<file path="config.mk">
export PLATFORM = sky130hd
export DESIGN_NAME = gcd_feeder_flat
export DESIGN_NICKNAME = d
export VERILOG_FILES = /design/src/rtl/gcd_feeder_if.sv /design/src/rtl/gcd_feeder.sv /design/src/flat_wrapper.sv
export SDC_FILE = /design/constraint.sdc
export NUM_CORES = 1
export LEC_CHECK = 0
export BUFFER_PORTS_ARGS = -buffer_cell sky130_fd_sc_hd__buf_2
export CORE_UTILIZATION = 35
export DETAILED_ROUTE_END_ITERATION = 10
export GPL_ROUTABILITY_DRIVEN = 0
export PLACE_DENSITY = 0.52
export SLEW_MARGIN = 20
export SYNTH_ARGS = -nofsm -noshare
export SYNTH_HDL_FRONTEND = slang
export SYNTH_SLANG_ARGS = --single-unit
export TNS_END_PERCENT = 10
</file>
<file path="constraint.sdc">
create_clock -name clk -period 5.7 [get_ports clk]
set_input_delay 0.855 -clock clk [delete_from_list [all_inputs] [get_ports clk]]
set_output_delay 0.855 -clock clk [all_outputs]
set_load 0.005 [all_outputs]
</file>
<file path="src/rtl/gcd_feeder_if.sv">
// Operand/result handshake bundle between the GCD feeder and its environment.
// Latency: none, wiring only.
// Backpressure: carries in_valid/in_ready and res_valid/res_ready pairs; master is the feeder, slave is the environment.
interface gcd_feeder_if;
    logic       in_valid;
    logic       in_ready;
    logic [7:0] in_x;
    logic [7:0] in_y;
    logic       core_load;
    logic [7:0] core_x;
    logic [7:0] core_y;
    logic [7:0] core_gcd;
    logic       core_finish;
    logic       res_valid;
    logic       res_ready;
    logic [7:0] res_gcd;
    logic       res_err;
    logic       busy;
    logic [4:0] fifo_count;

    // Feeder side
    modport master (
        input  in_valid, in_x, in_y, core_gcd, core_finish, res_ready,
        output in_ready, core_load, core_x, core_y, res_valid, res_gcd, res_err,
               busy, fifo_count
    );

    // Environment side: producer, GCD datapath and result consumer
    modport slave (
        output in_valid, in_x, in_y, core_gcd, core_finish, res_ready,
        input  in_ready, core_load, core_x, core_y, res_valid, res_gcd, res_err,
               busy, fifo_count
    );
endinterface

</file>
<file path="src/rtl/gcd_feeder.sv">
// Queues operand pairs and sequences them through an external GCD datapath with a watchdog.
// Latency: 3 cycles pop-to-res_valid minimum (IDLE pop, LOAD, WAIT with finish); zero-operand pairs skip the datapath.
// Backpressure: in_ready drops when the queue is full; a result is held in RESULT until res_ready.
// Optional feature: define GCD_ZERO_BYPASS_EN to answer zero-operand pairs with the nonzero operand instead of an error.
module gcd_feeder #(
    parameter int FIFO_DEPTH = 4,
    parameter int TIMEOUT    = 1023
) (
    input  logic          clk,
    input  logic          reset,
    gcd_feeder_if.master  fb
);
    localparam int         PW      = (FIFO_DEPTH > 1) ? $clog2(FIFO_DEPTH) : 1;
    localparam logic [9:0] TO_LAST = 10'(TIMEOUT - 1);

    typedef enum logic [1:0] {IDLE, LOAD, WAIT, RESULT} state_t;

    logic [15:0]   mem_q [FIFO_DEPTH];
    logic [PW-1:0] wr_ptr_q, rd_ptr_q;
    logic [4:0]    count_q, count_d;
    logic          push, pop;
    logic [7:0]    head_x, head_y;

    state_t        state_q;
    logic [7:0]    core_x_q, core_y_q;
    logic          core_load_q;
    logic [9:0]    cnt_q;
    logic          res_valid_q;
    logic [7:0]    res_gcd_q;
    logic          res_err_q;
    logic          busy_q;

    // Ready depends on the registered count only, so a pop in the same cycle never frees a slot early.
    assign fb.in_ready = (count_q < 5'(FIFO_DEPTH));
    assign push        = fb.in_valid && fb.in_ready;
    assign pop         = (state_q == IDLE) && (count_q != 5'd0);
    assign head_x      = mem_q[rd_ptr_q][15:8];
    assign head_y      = mem_q[rd_ptr_q][7:0];

    // Occupancy next-state: a simultaneous push and pop cancel out.
    always_comb begin
        count_d = count_q;
        case ({push, pop})
            2'b10:   count_d = count_q + 5'd1;
            2'b01:   count_d = count_q - 5'd1;
            default: count_d = count_q;
        endcase
    end

    // Queue storage; contents need no reset because pointers define validity.
    always_ff @(posedge clk) begin
        if (push) begin
            mem_q[wr_ptr_q] <= {fb.in_x, fb.in_y};
        end
    end

    // Queue pointers and count; power-of-two depth makes the pointers wrap naturally.
    always_ff @(posedge clk or posedge reset) begin
        if (reset) begin
            wr_ptr_q <= '0;
            rd_ptr_q <= '0;
            count_q  <= 5'd0;
        end else begin
            if (push) wr_ptr_q <= wr_ptr_q + PW'(1);
            if (pop)  rd_ptr_q <= rd_ptr_q + PW'(1);
            count_q <= count_d;
        end
    end

    // Sequencer: pop, pulse load, wait for finish or watchdog, hold result until accepted.
    always_ff @(posedge clk or posedge reset) begin
        if (reset) begin
            state_q     <= IDLE;
            core_x_q    <= 8'd0;
            core_y_q    <= 8'd0;
            core_load_q <= 1'b0;
            cnt_q       <= 10'd0;
            res_valid_q <= 1'b0;
            res_gcd_q   <= 8'd0;
            res_err_q   <= 1'b0;
            busy_q      <= 1'b0;
        end else begin
            case (state_q)
                IDLE: begin
                    if (pop) begin
                        core_x_q <= head_x;
                        core_y_q <= head_y;
                        busy_q   <= 1'b1;
                        if (head_x == 8'd0 || head_y == 8'd0) begin
`ifdef GCD_ZERO_BYPASS_EN
                            res_gcd_q <= head_x | head_y;
                            res_err_q <= 1'b0;
`else
                            res_gcd_q <= 8'd0;
                            res_err_q <= 1'b1;
`endif
                            res_valid_q <= 1'b1;
                            state_q     <= RESULT;
                        end else begin
                            core_load_q <= 1'b1;
                            state_q     <= LOAD;
                        end
                    end
                end
                LOAD: begin
                    // core_finish is deliberately not looked at here: it may be stale.
                    core_load_q <= 1'b0;
                    cnt_q       <= 10'd0;
                    state_q     <= WAIT;
                end
                WAIT: begin
                    cnt_q <= cnt_q + 10'd1;
                    if (fb.core_finish) begin
                        res_gcd_q   <= fb.core_gcd;
                        res_err_q   <= 1'b0;
                        res_valid_q <= 1'b1;
                        state_q     <= RESULT;
                    end else if (cnt_q == TO_LAST) begin
                        res_gcd_q   <= 8'd0;
                        res_err_q   <= 1'b1;
                        res_valid_q <= 1'b1;
                        state_q     <= RESULT;
                    end
                end
                RESULT: begin
                    if (fb.res_ready) begin
                        res_valid_q <= 1'b0;
                        busy_q      <= 1'b0;
                        state_q     <= IDLE;
                    end
                end
                default: state_q <= IDLE;
            endcase
        end
    end

    // Reset also drives load so the datapath is held cleared while reset is high.
    assign fb.core_load  = core_load_q | reset;
    assign fb.core_x     = core_x_q;
    assign fb.core_y     = core_y_q;
    assign fb.res_valid  = res_valid_q;
    assign fb.res_gcd    = res_gcd_q;
    assign fb.res_err    = res_err_q;
    assign fb.busy       = busy_q;
    assign fb.fifo_count = count_q;
endmodule

</file>
<file path="src/flat_wrapper.sv">
// flat-port wrapper written by rule: the top's interface ports become plain ports
module gcd_feeder_flat 
#(
    parameter int FIFO_DEPTH = 4,
    parameter int TIMEOUT    = 1023
)
  (clk, reset, fb_in_valid, fb_in_x, fb_in_y, fb_core_gcd, fb_core_finish, fb_res_ready, fb_in_ready, fb_core_load, fb_core_x, fb_core_y, fb_res_valid, fb_res_gcd, fb_res_err, fb_busy, fb_fifo_count);
  gcd_feeder_if fb_i ();
  input  logic clk;
  input  logic reset;
  input wire logic [$bits(fb_i.in_valid)-1:0] fb_in_valid;
  input wire logic [$bits(fb_i.in_x)-1:0] fb_in_x;
  input wire logic [$bits(fb_i.in_y)-1:0] fb_in_y;
  input wire logic [$bits(fb_i.core_gcd)-1:0] fb_core_gcd;
  input wire logic [$bits(fb_i.core_finish)-1:0] fb_core_finish;
  input wire logic [$bits(fb_i.res_ready)-1:0] fb_res_ready;
  output wire logic [$bits(fb_i.in_ready)-1:0] fb_in_ready;
  output wire logic [$bits(fb_i.core_load)-1:0] fb_core_load;
  output wire logic [$bits(fb_i.core_x)-1:0] fb_core_x;
  output wire logic [$bits(fb_i.core_y)-1:0] fb_core_y;
  output wire logic [$bits(fb_i.res_valid)-1:0] fb_res_valid;
  output wire logic [$bits(fb_i.res_gcd)-1:0] fb_res_gcd;
  output wire logic [$bits(fb_i.res_err)-1:0] fb_res_err;
  output wire logic [$bits(fb_i.busy)-1:0] fb_busy;
  output wire logic [$bits(fb_i.fifo_count)-1:0] fb_fifo_count;
  assign fb_i.in_valid = fb_in_valid;
  assign fb_i.in_x = fb_in_x;
  assign fb_i.in_y = fb_in_y;
  assign fb_i.core_gcd = fb_core_gcd;
  assign fb_i.core_finish = fb_core_finish;
  assign fb_i.res_ready = fb_res_ready;
  assign fb_in_ready = fb_i.in_ready;
  assign fb_core_load = fb_i.core_load;
  assign fb_core_x = fb_i.core_x;
  assign fb_core_y = fb_i.core_y;
  assign fb_res_valid = fb_i.res_valid;
  assign fb_res_gcd = fb_i.res_gcd;
  assign fb_res_err = fb_i.res_err;
  assign fb_busy = fb_i.busy;
  assign fb_fifo_count = fb_i.fifo_count;
  gcd_feeder #(.FIFO_DEPTH(FIFO_DEPTH), .TIMEOUT(TIMEOUT)) u_core (.clk(clk), .reset(reset), .fb(fb_i));
endmodule
</file>
**Word-level counts from Yosys, hierarchy flattened**

Memory sizes are Yosys's and may differ from the RTL's.
Index checks and enable logic that the tools add are counted.

- Add/subtract/negate cells: 5
- Magnitude comparators: 1
- Equality and inequality tests: 11
- Multiplexer cells: 28
- Bitwise gates (word level): 1
- Reduce and logical (&&, ||, !) cells: 19

Operator list:

| operator | count |
|---|---|
| $mux 8 | 4 |
| $pmux 10 s2 | 1 |
| $logic_not 8->1 | 2 |
| $pmux 8 s2 | 1 |
| $mux 1 | 11 |
| $add 10x1->10 const B | 1 |
| $eq 10x10->1 const B | 1 |
| $mux 2 | 5 |
| $pmux 5 s2 | 1 |
| $reduce_bool 2->1 | 5 |
| $reduce_and 3->1 | 3 |
| $pmux 2 s4 | 1 |
| $eq 2x2->1 const B | 3 |
| $ne 2x2->1 const B | 3 |
| $pmux 1 s2 | 3 |
| $add 5x1->5 const B | 1 |
| $lt 5x3->1 const B | 1 |
| $reduce_and 5->1 | 1 |
| $reduce_bool 5->1 | 1 |
| $sub 5x1->5 const B | 1 |
| $add 2x1->2 const B | 2 |
| $eq 2x1->1 const B | 2 |
| $reduce_and 4->1 | 1 |
| $ne 3x2->1 const B | 1 |
| 8 further kinds | 9 |

- Register bits: 49
- Memory bits (writable): 64
- Bits of input ports: 29
- Output and inout port bits: 34
- Word-level logic and storage cells: 78
- Memories kept: 1

Memory list:

| memory | depth | bits a word | read ports | clocked after memory_dff | write ports | line | RTL |
|---|---|---|---|---|---|---|---|
| u_core.mem_q | 4 | 16 | 1 | 0 | 1 | gcd_feeder.sv:18 | `logic [15:0] mem_q [FIFO_DEPTH];` |

**Depth between registers and ports, before layout**

Gate-level depths: netlist of the first run.
An unclocked memory read counts as a cell.

- Depth in word-level cells: 6
- Depth in mapped cells: 13
- Gate-level depth less buffers: 11

**Worst setup path before layout of the first run**

No wires, ideal clock.

- Path kind: register -> register
- From: register u_core.count_q[2] (netlist: u_core.fb.fifo_count[2])
- To: register u_core.count_q[4] (netlist: u_core.fb.fifo_count[4])
- Setup time: 0.125 ns
- Arrival: 2.912 ns
- Required time: 5.575 ns
- Slack: 2.663 ns
- Stages on the path, launching flop included: 13
- Path buffers: 1
- Period minus slack after synthesis: 3.037 ns
- Path through: dfrtp_1 -> nor3_1 -> nand2_1 -> nand2_1 -> inv_1 -> clkbuf_1 -> ha_1 -> fa_1 -> a21o_1 -> a21oi_1 -> xor2_1 -> nor2_1 -> xor2_1

- Word-level cells in the longest chain between the ends: 4
- Elaborated cells between the ends (all ways): 10
- Classes of those cells: add/sub (2); order compare (1); eq/ne (2); mux (1); reduce/logical (4)

Ends and longest elaborated chain:

| what | line | RTL |
|---|---|---|
| start: declaration | gcd_feeder.sv:20 | `logic [4:0] count_q, count_d;` |
| start signal: assignment | gcd_feeder.sv:66 | `count_q <= count_d;` |
| $lt 5x3->1 (*) | gcd_feeder.sv:34 | `assign fb.in_ready = (count_q < 5'(FIFO_DEPTH));` |
| via fb_in_ready | flat_wrapper.sv:17 | `output wire logic [$bits(fb_i.in_ready)-1:0] fb_in_ready;` |
| $logic_and 1x1->1 (*) | gcd_feeder.sv:35 | `assign push = fb.in_valid && fb.in_ready;` |
| $eq 2x1->1 / $eq 2x2->1 (equally long branches) | gcd_feeder.sv:43 | `case ({push, pop})` |
| $pmux 5 s2 / $reduce_bool 2->1 (equally long branches) | - |  |

The timed path passes the listed nets; every way through them passes the cells marked *.
A chain may end at the register's enable or synchronous reset.

**Worst setup path in the final report of the first run**

- From: register u_core.state_q[1]
- To: register u_core.count_q[4] (netlist: u_core.fb.fifo_count[4])

- Word-level cells in the longest chain between the ends: 4
- Elaborated cells between the ends (all ways): 6
- Classes of those cells: eq/ne (2); mux (1); reduce/logical (3)

Ends and longest elaborated chain:

| what | line | RTL |
|---|---|---|
| start: declaration | gcd_feeder.sv:24 | `state_t state_q;` |
| start signal: assignment | gcd_feeder.sv:73 | `state_q <= IDLE;` |
| start signal: assignment | gcd_feeder.sv:98 | `state_q <= RESULT;` |
| start signal: assignment | gcd_feeder.sv:101 | `state_q <= LOAD;` |
| $logic_not 2->1 (*) | gcd_feeder.sv:36 | `assign pop = (state_q == IDLE) && (count_q != 5'd0);` |
| $logic_and 1x1->1 (*) | gcd_feeder.sv:36 |  |
| $eq 2x1->1 / $eq 2x2->1 (equally long branches) | gcd_feeder.sv:43 |  |
| $pmux 5 s2 / $reduce_bool 2->1 (equally long branches) | - |  |

Every way passes the cells marked *; elsewhere a longest branch is shown, timed or not.

==> results_dict.tcl, run 1 <==
set metrics [dict create \
    status "finished, final reports clean" \
    critPathLaunch "u_core.state_q[1]" \
    wl_per_cell_um 15.57 \
    whs_ns 0.4754 \
    crit_fanout 20 \
    cts_buffer_depth 2 \
    die_area_sq_mm 0.01430 \
    seq_area_frac_synth 0.6505 \
    drc_errors 0 \
    ir_drop_mv 0.2893 \
    endpoint "u_core.fb.fifo_count[4]" \
    yosysTopAreaCell "edfxtp_1" \
    ys_warn_count 0 \
    drive_gt1_frac 0.2488 \
    nNetsFinal 450 \
    rr_startpoint "u_core.state_q[1]" \
    cts_max_level 4 \
    synth-seq-cells 113 \
    io_buffers 62 \
    worstSetupEndpointType "register" \
    antenna_found_initial 0 \
    insertion_delay_ns 0.41 \
    leakagePower_uw 0.002503 \
    grt_pass1_vias 2869 \
    ios 63 \
    vias 2811 \
    crit_type "register to register" \
    timing.fmax_mhz 280.1 \
    p_per_area_mw_per_mm2 545.3 \
    hold_path.class "register to register" \
    routed_wl_um 9246 \
    cts.sinks 113 \
    synthesis.nets 381 \
    placementRows 42 \
    reg2reg_slack_ns 2.13 \
    post_cts_buffers 0 \
    fin_util 0.4390 \
    holdBufCountCts 0 \
    synthArstFlopShare 0.4336 \
    rsz0062_at_grt "no" \
    core_sq_mm 0.01335 \
    post-dp-hpwl_um 6169 \
    grt_max_degree 50 \
    max_slew_margin 0.3972 \
    fill_cells 1229 \
    synth_common_cells "edfxtp_1, nand2_1, dfrtp_1, mux4_1, ha_1" \
    syn-cell-area_sq_mm 0.004840 \
    syn_area_per_cell_sq_um 14.40 \
    drv_slew 0 \
    area_growth_pct 21.07 \
    critPathBufInv 2 \
    worst_pin_slew_ns 0.9043 \
    synth-edff-count 64 \
    path_clk_slew_ns 0.05 \
    fin_skew_ns 0.01182 \
    num_antenna_cells 0 \
    firstDrtPassIters 6 \
    cts_tree "yes" \
    worstSetupPathDepth 11 \
    ctsResizeCount 0 \
    cp_slowest_cell "inv_1" \
    grt_pass1_wl_um 15170 \
    synth.top_cell.area_share 0.3971 \
    r2r.worst_path.cells 11 \
    hold_viol_final 0 \
    die_h_um 119.6 \
    cp_common_cell "ha_1" \
    first_iter_violations 120 \
    cts-root-buf "clkbuf_16" \
    reg2reg_to "u_core.fb.fifo_count[4]" \
    drv_cap 0 \
    start_kind "register" \
    start_util 0.3626 \
    avgViaCountPerCell 4.732 \
    cpLargestDelayFamily "adder cells" \
    setup_viol 0 \
    cts_inserted_buffers 17 \
    grt_overflow 0 \
    instances_no_fill 594 \
    min_period_over_period 0.6264 \
    synth_ff_type "edfxtp_1" \
    synth_cell_types 39 \
    drt.antenna.violating_nets 0 \
    place_inst 562 \
    cpPeakStageDelay_ns 0.63 \
    crit_path_cell_trace "inv_1 > ha_1 > nand2_1 > inv_1 > ha_1 > ha_1 > a21o_1 > a21oi_1 > xor2_1 > nor2_1 > xor2_1" \
    die_w_um 119.6 \
    finalCriticalPeriod_ns 3.571 \
    synthCells 336 \
    synthTopCellsByArea "edfxtp_1, dfrtp_1, mux4_1, nand2_1, ha_1" \
    tns_ns 0 \
    worstPathRequired_ns 5.99 \
    grt_usage 0.1434 \
    cp.arrival_ns 3.86 \
]
[worst reg2reg max path, delay by kind of cell, from the launching register on]
kind,cells,cell delay (ns)
buffers and inverters,2,0.74
adder cells (fa/ha/maj),3,1.11
XOR/XNOR,2,0.31
flip-flops,1,0.41
AND/OR/NAND/NOR,2,0.55
AO/OA/AOI/OAI,2,0.33
[state kept, by name, summed over array words and instances (netlist names), 5 cells and up]
| register | cells |
|---|---|
| u_core.fb.res_gcd | 8 |
| u_core.mem_q | 64 |
| u_core.fb.core_x | 8 |
| u_core.cnt_q | 10 |
| u_core.fb.core_y | 8 |
| u_core.fb.fifo_count | 5 |
[stage by stage]
step / cell area [sq um] / power [uW] / setup slack (ns)
finish: 5859 / 3195 / 2.129
detailed placement: 5314 / 2259 / 2.118
global placement: 5314 / 2246 / 2.197
CTS: 5858 / 3248 / 2.124
global route: 5859 / 3410 / 1.774
floorplan: 4840 / 1934 / 2.663
[cells in the final DEF, fill, tap and decap left out, types with 2 or more instances in the layout]
master / count
nor4_1: 4
or3_1: 2
dfrtp_1: 49
clkbuf_16: 17
nand2_1: 64
clkbuf_1: 7
o221a_2: 2
xor2_1: 6
clkinv_2: 3
a21o_1: 2
and3_1: 13
o21ai_0: 9
clkinv_1: 2
inv_1: 11
edfxtp_1: 64
mux4_1: 16
nand3_1: 4
mux2_2: 10
clkinvlp_4: 2
nor2b_1: 2
xnor2_1: 6
nor2_1: 12
buf_2: 62
bufinv_16: 2
ha_1: 15
a21oi_1: 10
nand4_1: 4
[layer usage]
metal  vias to the layer above  GRT usage  share of wire
met5                         -          0              0
met4                         0    0.04922         0.0057
met3                         4    0.06369          0.050
met2                        63     0.2160           0.48
met1                      1366     0.1831           0.47
li1                       1378          -              -
[layout make-up]
cell class              instances  area (sq um)  share of cell area
clock buffers                  24         451.7             0.07709
clock inverters                 8         92.59             0.01580
inverters                      12         46.29            0.007901
multi-input cells             198          1583              0.2701
flip-flops and latches        113          3148              0.5373
well taps                     176         220.2             0.03758
repair buffers                 63         317.8             0.05424
[how the worst min path moves through the flow]
stage                        start                  end  depth (start not counted)
3_3_place_gp   u_core.fb.core_x[0]  u_core.fb.core_x[0]                          2
5_1_grt        u_core.fb.core_x[0]  u_core.fb.core_x[0]                          2
3_5_place_dp   u_core.fb.core_x[0]  u_core.fb.core_x[0]                          2
6_report       u_core.fb.core_x[0]  u_core.fb.core_x[0]                          2
4_1_cts        u_core.fb.core_x[0]  u_core.fb.core_x[0]                          2
2_1_floorplan  u_core.fb.core_x[0]  u_core.fb.core_x[0]                          2
[report_power, final]
group | switching, uW | leakage, uW | total (uW) | internal (uW)
Sequential | 171 | 0.00120 | 1240 | 1060
Clock | 341 | 0.000257 | 977 | 636
Combinational | 514 | 0.00105 | 983 | 469
Total | 1030 | 0.00250 | 3200 | 2170
[cells by family after synthesis]
group	synth area share
AOI/OAI and AO/OA	0.04395
xor gates and xnor gates	0.02172
adders and majority gates	0.04292
buffers and inverters	0.02249
DFF	0.6505
muxes	0.1122
and+or+nand+nor	0.1063
(Power assumes the default switching activity.)
==> run 2, diff against run 1 <==
--- a/config.mk
+++ b/config.mk
@@ -9,7 +9,7 @@
 export CORE_UTILIZATION = 35
 export DETAILED_ROUTE_END_ITERATION = 10
 export GPL_ROUTABILITY_DRIVEN = 0
-export PLACE_DENSITY = 0.52
+export PLACE_DENSITY = 0.54
 export SLEW_MARGIN = 20
 export SYNTH_ARGS = -nofsm -noshare
 export SYNTH_HDL_FRONTEND = slang
==> constraint.sdc (replaced) <==
create_clock -name clk -period 3 [get_ports clk]
set_input_delay 0.45 -clock clk [delete_from_list [all_inputs] [get_ports clk]]
set_output_delay 0.45 -clock clk [all_outputs]
set_load 0.005 [all_outputs]
==> run 2 against run 1 <==
Effect of this change: clock skew grew 0.0064 ns; register-to-register slack lost 1.9 ns; die area is the same; power grew 110%; sequential share of layout area shrank 2.0 points; clock power grew 130%; maximum frequency grew 27%; first-iteration DRC count grew 44%; critical endpoint is now u_core.fb.res_gcd[0].
==> results_dict.tcl, run 2 (same netlist as run 1, synthesis figures left out) <==
set metrics [dict create \
    fin_skew_ns 0.01818 \
    reg2reg_slack_ns 0.20 \
    nNetsFinal 462 \
    fin_util 0.4561 \
    grt_overflow 0 \
    path_clk_slew_ns 0.05 \
    drt.antenna.violating_nets 0 \
    antenna_found_initial 0 \
    grt_usage 0.1463 \
    p_per_area_mw_per_mm2 1078 \
    grt_max_degree 50 \
    worstPathRequired_ns 3.29 \
    tns_ns 0 \
    vias 2918 \
    start_kind "register" \
    worstSetupEndpointType "register" \
    firstDrtPassIters 4 \
    endpoint "u_core.fb.res_gcd[0]" \
    drc_errors 0 \
    setup_viol 0 \
    ios 63 \
    hold_viol_final 0 \
    crit_fanout 14 \
    crit_type "register to register" \
    drv_cap 0 \
    die_area_sq_mm 0.01430 \
    leakagePower_uw 0.002624 \
    cp.arrival_ns 3.09 \
    post_cts_buffers 0 \
    whs_ns 0.1779 \
    grt_pass1_vias 2929 \
    core_sq_mm 0.01335 \
    holdBufCountCts 0 \
    insertion_delay_ns 0.42 \
    routed_wl_um 9372 \
    hold_path.class "input port to async pin" \
    reg2reg_to "u_core.fb.res_gcd[0]" \
    cts_tree "yes" \
    finalCriticalPeriod_ns 2.801 \
    start_util 0.3626 \
    timing.fmax_mhz 357.0 \
    wl_per_cell_um 15.47 \
    r2r.worst_path.cells 7 \
    worst_pin_slew_ns 0.8547 \
    rr_startpoint "u_core.rd_ptr_q[0]" \
    max_slew_margin 0.4295 \
    cts-root-buf "clkbuf_16" \
    rsz0062_at_grt "no" \
    final_cell_mix "nand2_1, edfxtp_1, buf_2, dfrtp_1, clkbuf_16" \
    top_register "u_core.mem_q" \
    min_period_over_period 0.9336 \
    die_w_um 119.6 \
    critPathLaunch "u_core.rd_ptr_q[0]" \
    area_growth_pct 25.80 \
    cts_buffer_depth 2 \
    die_h_um 119.6 \
    setup_ws_ns 0.1992 \
    grt_pass1_wl_um 15280 \
    cts_inserted_buffers 17 \
    drive_gt1_frac 0.2860 \
    ctsResizeCount 0 \
    status "finished, final reports clean" \
    cts.sinks 113 \
    top_regs "u_core.mem_q (64), u_core.cnt_q (10)" \
    avgViaCountPerCell 4.815 \
    placementRows 42 \
    drv_slew 0 \
    first_iter_violations 173 \
    post-dp-hpwl_um 6448 \
    total_power_uw 6565 \
    cts_max_level 4 \
    largest_reg_flops 64 \
    ir_drop_mv 0.3688 \
    dp_slack_ns 0.05623 \
    io_buffers 62 \
    num_antenna_cells 0 \
]
## run 2: critical path, stage by stage (launching register included)
cell and delay (ns):
dfrtp_1 0.39, buf_12 0.17, mux4_1 0.58, nor4_1 0.49
a22oi_2 0.28, a211oi_4 0.24, buf_4 0.19, mux2_2 0.34
## run 2: worst min path at each step
stage	start	cells after the start	to	slack (ns)
global placement	u_core.fb.core_x[0]	2	u_core.fb.core_x[0]	0.46
finish	reset	2	u_core.fb.res_valid	0.18
CTS	fb_in_y[4]	1	u_core.mem_q[2][4]	0.23
detailed placement	u_core.fb.core_x[0]	2	u_core.fb.core_x[0]	0.46
global route	fb_in_y[4]	1	u_core.mem_q[0][4]	0.23
floorplan	u_core.fb.core_x[0]	2	u_core.fb.core_x[0]	0.47
## run 2: power breakdown
group | internal [uW] | switching (uW) | total, uW
Combinational | 992 | 1080 | 2070
Sequential | 2020 | 230 | 2250
Clock | 1550 | 691 | 2240
## run 2: cell type report
cell class	instances	area, sq um
clock inverters	14	236.5
repair buffers	75	420.4
clock buffers	18	429.2
flip-flops and latches	113	3148
well taps	176	220.2
fillers	1216	7259
multi-input cells	198	1588
inverters	12	46.29
## run 2: per-stage QoR
| stage | cells | instance area (sq um) |
|---|---|---|
| detailed placement | 573 | 5414 |
| finish | 606 | 6088 |
| CTS | 605 | 6080 |
| global placement | 573 | 5414 |
| floorplan | 336 | 4845 |
| global route | 606 | 6088 |
## run 2: metal layers
layer | vias to the layer above | part of all wire | global-route usage
met5 | - | 0 | 0
met4 | 0 | 0.012 | 0.07344
met3 | 9 | 0.055 | 0.05418
met2 | 81 | 0.47 | 0.2157
met1 | 1430 | 0.47 | 0.1888
li1 | 1398 | - | -
